`config.mk`:
```
export PLATFORM = sky130hd
export DESIGN_NAME = video_wb_arbiter
export DESIGN_NICKNAME = d
export VERILOG_FILES = /design/src/rtl/video_wb_arbiter.sv
export SDC_FILE = /design/constraint.sdc
export NUM_CORES = 1
export LEC_CHECK = 0
export ABC_AREA = 1
export BUFFER_PORTS_ARGS = -buffer_cell sky130_fd_sc_hd__buf_2
export CORE_AREA = 10 10 117 119
export CTS_CLUSTER_DIAMETER = 100
export DETAILED_ROUTE_END_ITERATION = 10
export DIE_AREA = 0 0 127 129
export SYNTH_ARGS = -nofsm -noshare
export SYNTH_HDL_FRONTEND = slang
export SYNTH_SLANG_ARGS = --single-unit
```
`constraint.sdc`:
```
create_clock -name clk -period 1.92 [get_ports clk]
set_input_delay 0 -clock clk [delete_from_list [all_inputs] [get_ports clk]]
set_output_delay 0 -clock clk [all_outputs]
set_load 0.03 [all_outputs]
```
`src/rtl/video_wb_arbiter.sv`:
```
// -----------------------------------------------------------------------------
// video_wb_arbiter
//
// Two-master Wishbone arbiter in front of the shared frame RAM port.
//   m0 : video-in store engine (frame writes)
//   m1 : video-out fetch engine (frame reads)
// Round-robin on contention. Ownership is held for the whole CYC and for as
// long as the owner holds LOCK. A watchdog aborts a strobe that gets no ACK/ERR
// within TIMEOUT_CYC cycles, returns ERR to the owner and frees the bus.
//
// Ports
//   clk, nRST                      clock, synchronous active-low reset
//   m{0,1}_wb_*_I                  master request side (CYC/STB/LOCK/WE/SEL/ADR/DAT)
//   m{0,1}_wb_DAT_O/ACK_O/ERR_O    master response side (ACK/ERR to owner only)
//   s_wb_*_O                       slave request side (owner's signals, else 0)
//   s_wb_DAT_I/ACK_I/ERR_I         slave response side
//   grant                          one-hot current owner (00 = none)
//   timeout_flag                   sticky watchdog-expiry indicator
// -----------------------------------------------------------------------------
module video_wb_arbiter #(
    parameter int ADDR_W      = 32,
    parameter int DATA_W      = 32,
    parameter int TIMEOUT_CYC = 255
) (
    input  logic              clk,
    input  logic              nRST,
    // master 0
    input  logic              m0_wb_CYC_I,
    input  logic              m0_wb_STB_I,
    input  logic              m0_wb_LOCK_I,
    input  logic              m0_wb_WE_I,
    input  logic [3:0]        m0_wb_SEL_I,
    input  logic [ADDR_W-1:0] m0_wb_ADR_I,
    input  logic [DATA_W-1:0] m0_wb_DAT_I,
    output logic [DATA_W-1:0] m0_wb_DAT_O,
    output logic              m0_wb_ACK_O,
    output logic              m0_wb_ERR_O,
    // master 1
    input  logic              m1_wb_CYC_I,
    input  logic              m1_wb_STB_I,
    input  logic              m1_wb_LOCK_I,
    input  logic              m1_wb_WE_I,
    input  logic [3:0]        m1_wb_SEL_I,
    input  logic [ADDR_W-1:0] m1_wb_ADR_I,
    input  logic [DATA_W-1:0] m1_wb_DAT_I,
    output logic [DATA_W-1:0] m1_wb_DAT_O,
    output logic              m1_wb_ACK_O,
    output logic              m1_wb_ERR_O,
    // slave
    output logic              s_wb_CYC_O,
    output logic              s_wb_STB_O,
    output logic              s_wb_LOCK_O,
    output logic              s_wb_WE_O,
    output logic [3:0]        s_wb_SEL_O,
    output logic [ADDR_W-1:0] s_wb_ADR_O,
    output logic [DATA_W-1:0] s_wb_DAT_O,
    input  logic [DATA_W-1:0] s_wb_DAT_I,
    input  logic              s_wb_ACK_I,
    input  logic              s_wb_ERR_I,
    // status
    output logic [1:0]        grant,
    output logic              timeout_flag
);

    typedef enum logic [1:0] {
        ST_IDLE  = 2'd0,
        ST_OWN0  = 2'd1,
        ST_OWN1  = 2'd2,
        ST_ABORT = 2'd3
    } state_t;

    localparam logic [7:0] TIMEOUT_LIM = 8'(TIMEOUT_CYC);

    state_t     state_q, state_d;
    logic       last_owner_q, last_owner_d;
    logic       abort_owner_q, abort_owner_d;
    logic [7:0] wdog_q, wdog_d;
    logic       timeout_flag_q, timeout_flag_d;

    // Master inputs packed into index-able form so the owner mux is one line.
    logic [1:0]        cyc_in, stb_in, lock_in, we_in;
    logic [3:0]        sel_in [2];
    logic [ADDR_W-1:0] adr_in [2];
    logic [DATA_W-1:0] dat_in [2];

    assign cyc_in    = {m1_wb_CYC_I,  m0_wb_CYC_I};
    assign stb_in    = {m1_wb_STB_I,  m0_wb_STB_I};
    assign lock_in   = {m1_wb_LOCK_I, m0_wb_LOCK_I};
    assign we_in     = {m1_wb_WE_I,   m0_wb_WE_I};
    assign sel_in[0] = m0_wb_SEL_I;
    assign sel_in[1] = m1_wb_SEL_I;
    assign adr_in[0] = m0_wb_ADR_I;
    assign adr_in[1] = m1_wb_ADR_I;
    assign dat_in[0] = m0_wb_DAT_I;
    assign dat_in[1] = m1_wb_DAT_I;

    logic owner_valid;
    logic owner_idx;

    assign owner_valid = (state_q == ST_OWN0) || (state_q == ST_OWN1);
    assign owner_idx   = (state_q == ST_OWN1);

    // Slave side: plain mux of the owner's signals; nothing driven in IDLE/ABORT.
    always_comb begin
        s_wb_CYC_O  = 1'b0;
        s_wb_STB_O  = 1'b0;
        s_wb_LOCK_O = 1'b0;
        s_wb_WE_O   = 1'b0;
        s_wb_SEL_O  = '0;
        s_wb_ADR_O  = '0;
        s_wb_DAT_O  = '0;
        if (owner_valid) begin
            s_wb_CYC_O  = cyc_in[owner_idx];
            s_wb_STB_O  = stb_in[owner_idx];
            s_wb_LOCK_O = lock_in[owner_idx];
            s_wb_WE_O   = we_in[owner_idx];
            s_wb_SEL_O  = sel_in[owner_idx];
            s_wb_ADR_O  = adr_in[owner_idx];
            s_wb_DAT_O  = dat_in[owner_idx];
        end
    end

    // Master responses: gated by the forwarded STB so a late slave ACK after
    // the owner dropped its strobe (or while IDLE) never reaches a master.
    logic [1:0] ack_out, err_out;

    generate
        for (genvar gi = 0; gi < 2; gi++) begin : g_resp
            logic is_owner;
            assign is_owner     = owner_valid && (owner_idx == 1'(gi));
            assign ack_out[gi]  = s_wb_ACK_I && s_wb_STB_O && is_owner;
            assign err_out[gi]  = (s_wb_ERR_I && s_wb_STB_O && is_owner) ||
                                  ((state_q == ST_ABORT) && (abort_owner_q == 1'(gi)));
        end
    endgenerate

    assign m0_wb_ACK_O = ack_out[0];
    assign m1_wb_ACK_O = ack_out[1];
    assign m0_wb_ERR_O = err_out[0];
    assign m1_wb_ERR_O = err_out[1];
    assign m0_wb_DAT_O = s_wb_DAT_I;
    assign m1_wb_DAT_O = s_wb_DAT_I;

    // grant keeps showing the aborted owner during its ERR cycle.
    always_comb begin
        case (state_q)
            ST_OWN0:  grant = 2'b01;
            ST_OWN1:  grant = 2'b10;
            ST_ABORT: grant = abort_owner_q ? 2'b10 : 2'b01;
            default:  grant = 2'b00;
        endcase
    end

    assign timeout_flag = timeout_flag_q;

    always_comb begin
        state_d        = state_q;
        last_owner_d   = last_owner_q;
        abort_owner_d  = abort_owner_q;
        wdog_d         = wdog_q;
        timeout_flag_d = timeout_flag_q;

        case (state_q)
            ST_IDLE: begin
                wdog_d = 8'd0;
                // On a tie, the master that did not own the bus last wins.
                if (cyc_in[0] && (!cyc_in[1] || last_owner_q)) begin
                    state_d = ST_OWN0;
                end else if (cyc_in[1]) begin
                    state_d = ST_OWN1;
                end
            end
            ST_OWN0, ST_OWN1: begin
                if (!cyc_in[owner_idx] && !lock_in[owner_idx]) begin
                    state_d      = ST_IDLE;
                    last_owner_d = owner_idx;
                    wdog_d       = 8'd0;
                end else if (s_wb_STB_O && !s_wb_ACK_I && !s_wb_ERR_I) begin
                    // Stalled strobe; an ACK in the limit cycle takes this
                    // branch's else and so wins over the timeout.
                    if (wdog_q + 8'd1 == TIMEOUT_LIM) begin
                        state_d        = ST_ABORT;
                        abort_owner_d  = owner_idx;
                        timeout_flag_d = 1'b1;
                        wdog_d         = 8'd0;
                    end else begin
                        wdog_d = wdog_q + 8'd1;
                    end
                end else begin
                    wdog_d = 8'd0;
                end
            end
            default: begin // ST_ABORT
                state_d      = ST_IDLE;
                last_owner_d = abort_owner_q;
                wdog_d       = 8'd0;
            end
        endcase
    end

    always_ff @(posedge clk) begin
        if (!nRST) begin
            state_q        <= ST_IDLE;
            last_owner_q   <= 1'b1;
            abort_owner_q  <= 1'b0;
            wdog_q         <= 8'd0;
            timeout_flag_q <= 1'b0;
        end else begin
            state_q        <= state_d;
            last_owner_q   <= last_owner_d;
            abort_owner_q  <= abort_owner_d;
            wdog_q         <= wdog_d;
            timeout_flag_q <= timeout_flag_d;
        end
    end

endmodule

```
=== Word level (Yosys, flattened, before mapping) ===
Index checks and enable logic that the tools add are counted.
W data, S select, Z words.

* Register bits after elaboration: 13
* Bits of input ports: 180
* Output and inout port bits: 143
* Word-level logic and storage cells: 87

* Add/sub/neg operators: 1
* $lt $le $gt $ge: 2
* Equality and inequality tests: 8
* Mux-type cells: 34
* Bitwise gates (word level): 8
* Reductions and logical operators: 29

{| class="wikitable"
|+ Operators by type and width
! operator !! number
|-
| $mux W32 || 8
|-
| $mux W4 || 4
|-
| $logic_and A1 B1 Y1 || 14
|-
| $mux W1 || 13
|-
| $mux W2 || 6
|-
| $ne A3 B3 Y1 const B || 3
|-
| $add A8 B1 Y8 const B || 1
|-
| $eq A8 B8 Y1 const B || 1
|-
| $not A1 Y1 || 7
|-
| $pmux W2 S3 || 1
|-
| $logic_not A1 Y1 || 5
|-
| $reduce_or A5 Y1 || 1
|-
| $eq A2 B2 Y1 const B || 2
|-
| $logic_or A1 B1 Y1 || 4
|-
| $pmux W2 S2 || 1
|-
| $reduce_and A4 Y1 || 1
|-
| $reduce_and A3 Y1 || 1
|-
| $eq A2 B1 Y1 const B || 1
|-
| $ge A2 B2 Y1 const B || 1
|-
| $logic_not A2 Y1 || 1
|-
| $lt A1 B2 Y1 const B || 1
|-
| $ne A2 B2 Y1 const B || 1
|-
| $not A1 Y2 || 1
|-
| $pmux W1 S2 || 1
|-
| other kinds (2) || 2
|}

=== Longest topological paths before layout ===
Gate-level depths: netlist of the first run.

* Word-level depth: 9
* Gate-level depth with buffers: 13
* Gate-level depth less buffers: 12

=== Worst setup path before layout of the first run ===
OpenSTA, ideal clock, no wires.

* Path type: reg-to-output
* From: reg state_q[0]
* To: out m0_wb_ERR_O
* Arrival: 2.093 ns
* Required time: 1.920 ns
* Setup slack: -0.173 ns
* Stages on the path, launching flop included: 11
* Buffers on the path: 1
* Path through: dfxtp_1 -> inv_1 -> ha_1 -> buf_2 -> inv_2 -> nand2_1 -> nand2_1 -> nand2_2 -> inv_1 -> nand2_1 -> o21ai_0

* Longest elaborated chain between the ends: 7
* Elaborated cells between the ends (all ways): 13
* Classes of those cells: eq/ne: 3; mux: 3; bitwise: 1; reduce/logical: 6

{| class="wikitable"
|+ Ends and longest elaborated chain
! element !! RTL line !! RTL
|-
| start, declared || 74 || <nowiki>state_t state_q, state_d;</nowiki>
|-
| start signal, assigned || 209 || <nowiki>state_q <= state_d;</nowiki>
|-
| $eq A2 B2 Y1 * || 101 || <nowiki>assign owner_idx = (state_q == ST_OWN1);</nowiki>
|-
| named net owner_idx || 98 || <nowiki>logic owner_idx;</nowiki>
|-
| $mux W1 (implied by the code) (2 in series) || 114 || <nowiki>s_wb_STB_O = stb_in[owner_idx];</nowiki>
|-
| $mux W1 * || 112 || <nowiki>if (owner_valid) begin</nowiki>
|-
| named net s_wb_STB_O || 51 || <nowiki>output logic s_wb_STB_O,</nowiki>
|-
| $logic_and A1 B1 Y1 * (2 in series) || 132 || <nowiki>assign err_out[gi] = (s_wb_ERR_I && s_wb_STB_O && is_owner) ||</nowiki>
|-
| $logic_or A1 B1 Y1 * || 132 ||
|-
| end, declared || 37 || <nowiki>output logic m0_wb_ERR_O,</nowiki>
|}

Mark *: on every way through the listed nets, which the timed path passes. The rest lies on a longest branch. The select of a mux whose other input is x is not followed.

=== Worst setup path after layout of the first run ===
* From: reg state_q[1]
* To: out m0_wb_ERR_O

* Longest elaborated chain between the ends: 7
* Elaborated cells between the ends (all ways): 13
* Classes of those cells: eq/ne: 3; mux: 3; bitwise: 1; reduce/logical: 6

{| class="wikitable"
|+ Ends and longest elaborated chain
! element !! RTL line
|-
| $eq A2 B2 Y1 || 100, 101
|-
| $mux W1 (implied by the code) (2 in series) || 114
|-
| $mux W1 || 112
|-
| $logic_and A1 B1 Y1 (2 in series) || 132
|-
| $logic_or A1 B1 Y1 * || 132
|}

Every way passes the cells marked *; elsewhere a longest branch is shown, timed or not. The select of a mux whose other input is x is not followed.

==> results.cfg, run 1 <==
[run]
maxCapViolations = 0

[worst_hold_path]
hp-class = in2out

[synth]
avgSynthCellArea_sq_um = 5.43
yosysUniqueCellTypes = 26
synth_seq_cells = 13
syn-num-nets = 617
synth_area_sq_um = 2330
synth_async_sr_flop_share = 0
ys.warnings.count = 0
ys_seq_area_frac = 0.112
synth_edf_count = 0
synthFlopType = dfxtp_1
synth_cells = 430

[floorplanning]
core_region_area_sq_um = 11300
die_x_microns = 127
start_util = 0.206
row_count = 39
die_y_microns = 129
ios = 323
die_area_sq_um = 16400

[finish]
diodes = 0
final_cell_mix = buf_2 (220), nor2_1 (157), o21ai_0 (72), nand2_1 (35), inv_1 (17)
fillers = 1320
regArea_sq_um = 263
areaGrowthSynthToFinish_pct = 39.6
fin_nets = 768
drive_gt1_frac = 0.450
multi_input_area_sq_um = 1420
fin_util = 0.288
final_cells = 723
layout_commonest_cell = buf_2

[clock_tree]
cts.clk_slew.worst_paths_ns = 0.05
cts-root-buf = clkbuf_16
holdBufCountCts = 0
clkLatencyLatePin_ns = 0.24
cts_buffers = 3
clock_sinks = 13
cts_htree_levels = 1
clockBufferDepth = 2
tritoncts = done
post_cts_buffers = 0

[power]
p_seq_frac = 0.059
p_per_area_nw_per_um2 = 1690
swShare = 0.648
peakVddDrop_uv = 827
p_leak_nw = 1.86
finalPower_w = 0.00551
power.switching_w = 0.00357
combPwrFrac = 0.870
pwr-share-clk = 0.071
intPower_w = 0.00194

[setup_path]
cp.required_ns = 1.92
worst-setup-path-type = reg2out
cpMaxStageDelayCell = ha_2
path_buf_inv = 3
cp-start-kind = flip-flop
cp_max_fo = 7
crit_family = buffers and inverters
cp_common_cell = inv_1
cp-end-kind = primary output
worstPathCellList = inv_1, ha_2, nand2_2, inv_1, nand2_1, o21ai_0, buf_4
critPathMaxStageDelay_ns = 0.40
critPathArrivalTime_ns = 1.83

[sta]
worst_slew_pin_slew_ns = 0.425
rsz0062_at_grt = yes
fin_crit_ns = 1.83
hold_ws_ns = 0.0000145
fin_worst_skew_ns = 0.00310
finalCritPeriodShare = 0.951
finalSetupViolations = 0
max_freq_mhz = 548
max_slew_margin = 0.714
hold_viol = 0
drv_slew = 0
setup_slack_ns = 0.0940

[drt]
drt_drc_violations_left = 0
drtIter0Drc = 199
antenna_left = 0
post_drt_wl_per_cell_microns = 15.3
dr_total_vias = 3038
vias_per_cell = 4.20
routed_wl_microns = 11100
dr.pass1.iters = 4

[placed_design]
io_buffers = 226
dp_slack_ns = 0.193
placedCellCount = 719
hpwl_microns = 9440
gp_congestion = 0.841

[global_routing]
grt_overflow = 0
grt_pass1_wl_microns = 16700
track_usage = 0.123
antenna_found_initial = 0
grt_pass1_vias = 2964
grt_max_degree = 49

[status]
status = finished clean
metrics by stage:
stage,cell area (sq um),setup TNS (ns)
3_5_place_dp,3150,0
3_3_place_gp,3150,0
4_1_cts,3230,0
2_1_floorplan,2330,-0.345
6_report,3260,0
5_1_grt,3260,0
synth_stat cells, drive strengths merged, types with 2 or more instances:
cell type | instances | area share
o21ai | 75 | 0.16
a21oi | 5 | 0.011
dfxtp | 13 | 0.11
nand2 | 42 | 0.075
clkbuf | 15 | 0.024
o21a | 2 | 0.0064
nand3 | 10 | 0.024
inv | 20 | 0.032
ha | 7 | 0.038
nor2 | 163 | 0.27
buf | 73 | 0.23
power by group through the flow:
stage	clock [W]	sequential [W]	combinational, W
detailed placement	0	0.000329	0.00480
global route	0.000421	0.000331	0.00525
global placement	0	0.000329	0.00480
finish	0.000390	0.000328	0.00479
CTS	0.000404	0.000326	0.00481
floorplan	0	0.000333	0.00355
layout make-up:
cell class	instances	share of cell area
repair buffers	234	0.380
inverters	20	0.0230
clock buffers	4	0.0242
flip-flops and latches	13	0.0806
multi-input cells	309	0.437
well taps	143	0.0549
cells by family (layout without fill, tap and decap cells):
family	Yosys count	after routing	share of synthesized area
DFF	13	13	0.112
xor gates and xnor gates	1	1	0.00375
buffers and inverters	108	258	0.281
adders and majority gates	7	7	0.0375
AOI/OAI and AO/OA	84	84	0.187
and+or+nand+nor	217	217	0.379
per-layer routing:
layer | routed length, microns | up-vias | track usage
met5 | 0 | - | 0
met4 | 306 | 0 | 0.0348
met3 | 1190 | 36 | 0.0427
met2 | 5020 | 161 | 0.205
met1 | 4570 | 1254 | 0.146
li1 | - | 1587 | -
worst paths after layout:
| kind | from | endpoint | slack, ns | cells after the start |
|---|---|---|---|---|
| max | state_q[1] | m0_wb_ERR_O | 0.09 | 7 |
| min | s_wb_DAT_I[7] | m0_wb_DAT_O[7] | 0.00001 | 0 |
| max reg2reg | state_q[0] | state_q[1] | 0.20 | 10 |
| min reg2reg | timeout_flag | timeout_flag | 0.48 | 1 |
sequential cells by signal (all words and copies together), names as in the netlist:
signal	flops
state_q	2
abort_owner_q	1
timeout_flag	1
last_owner_q	1
wdog_q	8
worst reg2reg max path, cell delays in order, from the launching register on:
cell	delay [ns]
dfxtp_1	0.32
inv_1	0.06
ha_2	0.24
o21ai_0	0.39
nand2_2	0.11
nand2_2	0.11
inv_1	0.07
o21ai_1	0.12
nand3_1	0.08
nand2_1	0.06
nor2_1	0.04
what timing repair did:
item / CTS / global route
cloned: 0 / 0
setup endpoints to repair: 1 / 33
pin swaps: 0 / 0
gates resized for setup: 1 / 12
Note: power is estimated with default switching activity, not from simulation.
==> run 2: changes to the inputs <==
Settings changed: GPL_TIMING_DRIVEN from default to 0, MAX_ROUTING_LAYER from default to met4.
==> run 2 against run 1 <==
  * Register-to-register slack worse by 0.06 ns
  * Critical path depth stayed put
  * Utilization is 9.7 points higher
  * Die area stayed put
  * Non-clock buffer count is 150 higher
==> results.cfg, run 2 (synthesis gave the netlist of run 1 again) <==
[status]
status = finished clean

[drt]
drtIter0Drc = 246
antenna_left = 0
drt_drc_violations_left = 0
vias_per_cell = 4.15
routed_wl_microns = 14000
dr_total_vias = 3625
dr.pass1.iters = 4
post_drt_wl_per_cell_microns = 16.1

[sta]
rsz0062_at_grt = yes
tns_ns = 0
max_slew_margin = 0.775
worst_slew_pin_slew_ns = 0.338
finalSetupViolations = 0
fin_crit_ns = 1.89
fin_worst_skew_ns = 0.00297
max_freq_mhz = 528
setup_slack_ns = 0.0273
finalCritPeriodShare = 0.986
hold_viol = 0
drv_slew = 0

[placed_design]
io_buffers = 290
dp_slack_ns = -0.490
placed_cell_area_sq_um = 3960
hpwl_microns = 12200
gp_congestion = 0.859

[finish]
final_cell_mix = buf_2 (244), nor2_1 (156), buf_4 (91), o21ai_0 (68), nand2_1 (35)
largest-register = wdog_q
areaGrowthSynthToFinish_pct = 86.5
fin_util = 0.385
drive_gt1_frac = 0.563
layout_commonest_cell = buf_2
largest_reg_flops = 8
fin_nets = 918
postLayoutCellArea_sq_um = 4350
diodes = 0
top_regs = wdog_q x8, state_q x2

[clock_tree]
cts_htree_levels = 1
clock_sinks = 13
cts.clk_slew.worst_paths_ns = 0.05
clockBufferDepth = 2
cts-root-buf = clkbuf_16
cts_buffers = 3
clkLatencyLatePin_ns = 0.24
tritoncts = done
holdBufCountCts = 0

[setup_path]
critPathMaxStageDelay_ns = 0.38
worst-setup-path-type = reg2out
worstReg2RegEnd = state_q[0]
cp_common_cell = clkbuf_4
cp_max_fo = 10
critPathArrivalTime_ns = 1.89
worstPathCellList = inv_1, ha_2, buf_6, clkbuf_4, o21ai_0, nor2_1, clkbuf_4
crit_end = s_wb_DAT_O[26]
rr_worst_depth = 13
cpMaxStageDelayCell = dfxtp_4
startpoint = state_q[1]
cp-start-kind = flip-flop
r2r_start = state_q[0]
cp-end-kind = primary output
cp.required_ns = 1.92
reg2reg_slack_ns = 0.14

[global_routing]
antenna_found_initial = 0
grt_max_degree = 11
grt_pass1_wl_microns = 20100
grt_overflow = 0
grt_pass1_vias = 3545
track_usage = 0.157

[power]
peakVddDrop_uv = 932
intPower_w = 0.00252
swShare = 0.613
pwr-share-clk = 0.062
p_per_area_nw_per_um2 = 1500
p_seq_frac = 0.051
p_leak_nw = 2.53
power.switching_w = 0.00400
combPwrFrac = 0.887

[worst_hold_path]
hp-class = in2reg

[floorplanning]
start_util = 0.206
ios = 323
die_y_microns = 129
die_x_microns = 127
die_area_sq_um = 16400
core_region_area_sq_um = 11300
row_count = 39

[run]
maxCapViolations = 0
run 2: cell types whose count changed in the layout (fill, tap and decap cells not counted), moves of 4 or more:
cell      delta
buf_4       +86
clkbuf_4    +28
clkbuf_2     +5
buf_2       +24
o21ai_0      -4
buf_6        +4
run 2: per-layer routing:
metal  track usage  vias to the layer above  routed length, microns
li1              -                     1892                       -
met1         0.180                     1524                    5710
met2         0.274                      201                    6920
met3        0.0407                        8                    1290
met4        0.0234                        0                     106
met5             -                        -                       0
run 2: critical path, delay by kind of cell (launching register included):
kind / cells / cell delay [ns]
flops: 1 / 0.38
buf+inv: 4 / 0.60
compound gates: 1 / 0.14
simple gates: 1 / 0.14
fa+ha+maj: 1 / 0.37
run 2: cell type report:
type                    count  area (sq um)
clock buffers               4          78.8
flip-flops and latches     13           268
inverters                  20          80.1
multi-input cells         309          1440
well taps                 143           179
plain buffers              88           691
repair buffers            296          1620
fillers                  1263          6970
run 2: how the worst min path moves through the flow:
stage                      endpoint  slack (ns)      startpoint  cells after the start
finish                 last_owner_q       0.008            nRST                      2
global placement    m1_wb_DAT_O[10]        0.25  s_wb_DAT_I[10]                      2
floorplan              last_owner_q        0.08            nRST                      1
global route           last_owner_q        0.02            nRST                      2
detailed placement  m1_wb_DAT_O[27]        0.26  s_wb_DAT_I[27]                      2
CTS                    last_owner_q        0.01            nRST                      2
run 2: what timing repair did:
action / 4_1_cts / 5_1_grt
buffers inserted: 0 / 5
pin swaps: 0 / 4
gates resized for setup: 61 / 63
gates cloned: 0 / 1
setup endpoints to repair: 88 / 86
run 2: power groups by stage:
| stage | sequential [W] | clock (W) | combinational (W) |
|---|---|---|---|
| detailed placement | 0.000343 | 0 | 0.00518 |
| CTS | 0.000345 | 0.000409 | 0.00548 |
| global placement | 0.000343 | 0 | 0.00519 |
| global route | 0.000341 | 0.000431 | 0.00626 |
| floorplan | 0.000333 | 0 | 0.00355 |
| finish | 0.000335 | 0.000401 | 0.00578 |
run 2: through the flow:
stage,cells,hold slack [ns],total power (W)
3_3_place_gp,863,0.255,0.00553
4_1_cts,867,0.0119,0.00623
3_5_place_dp,863,0.256,0.00552
2_1_floorplan,430,0.0846,0.00388
5_1_grt,873,0.0212,0.00704
6_report,873,0.00760,0.00652
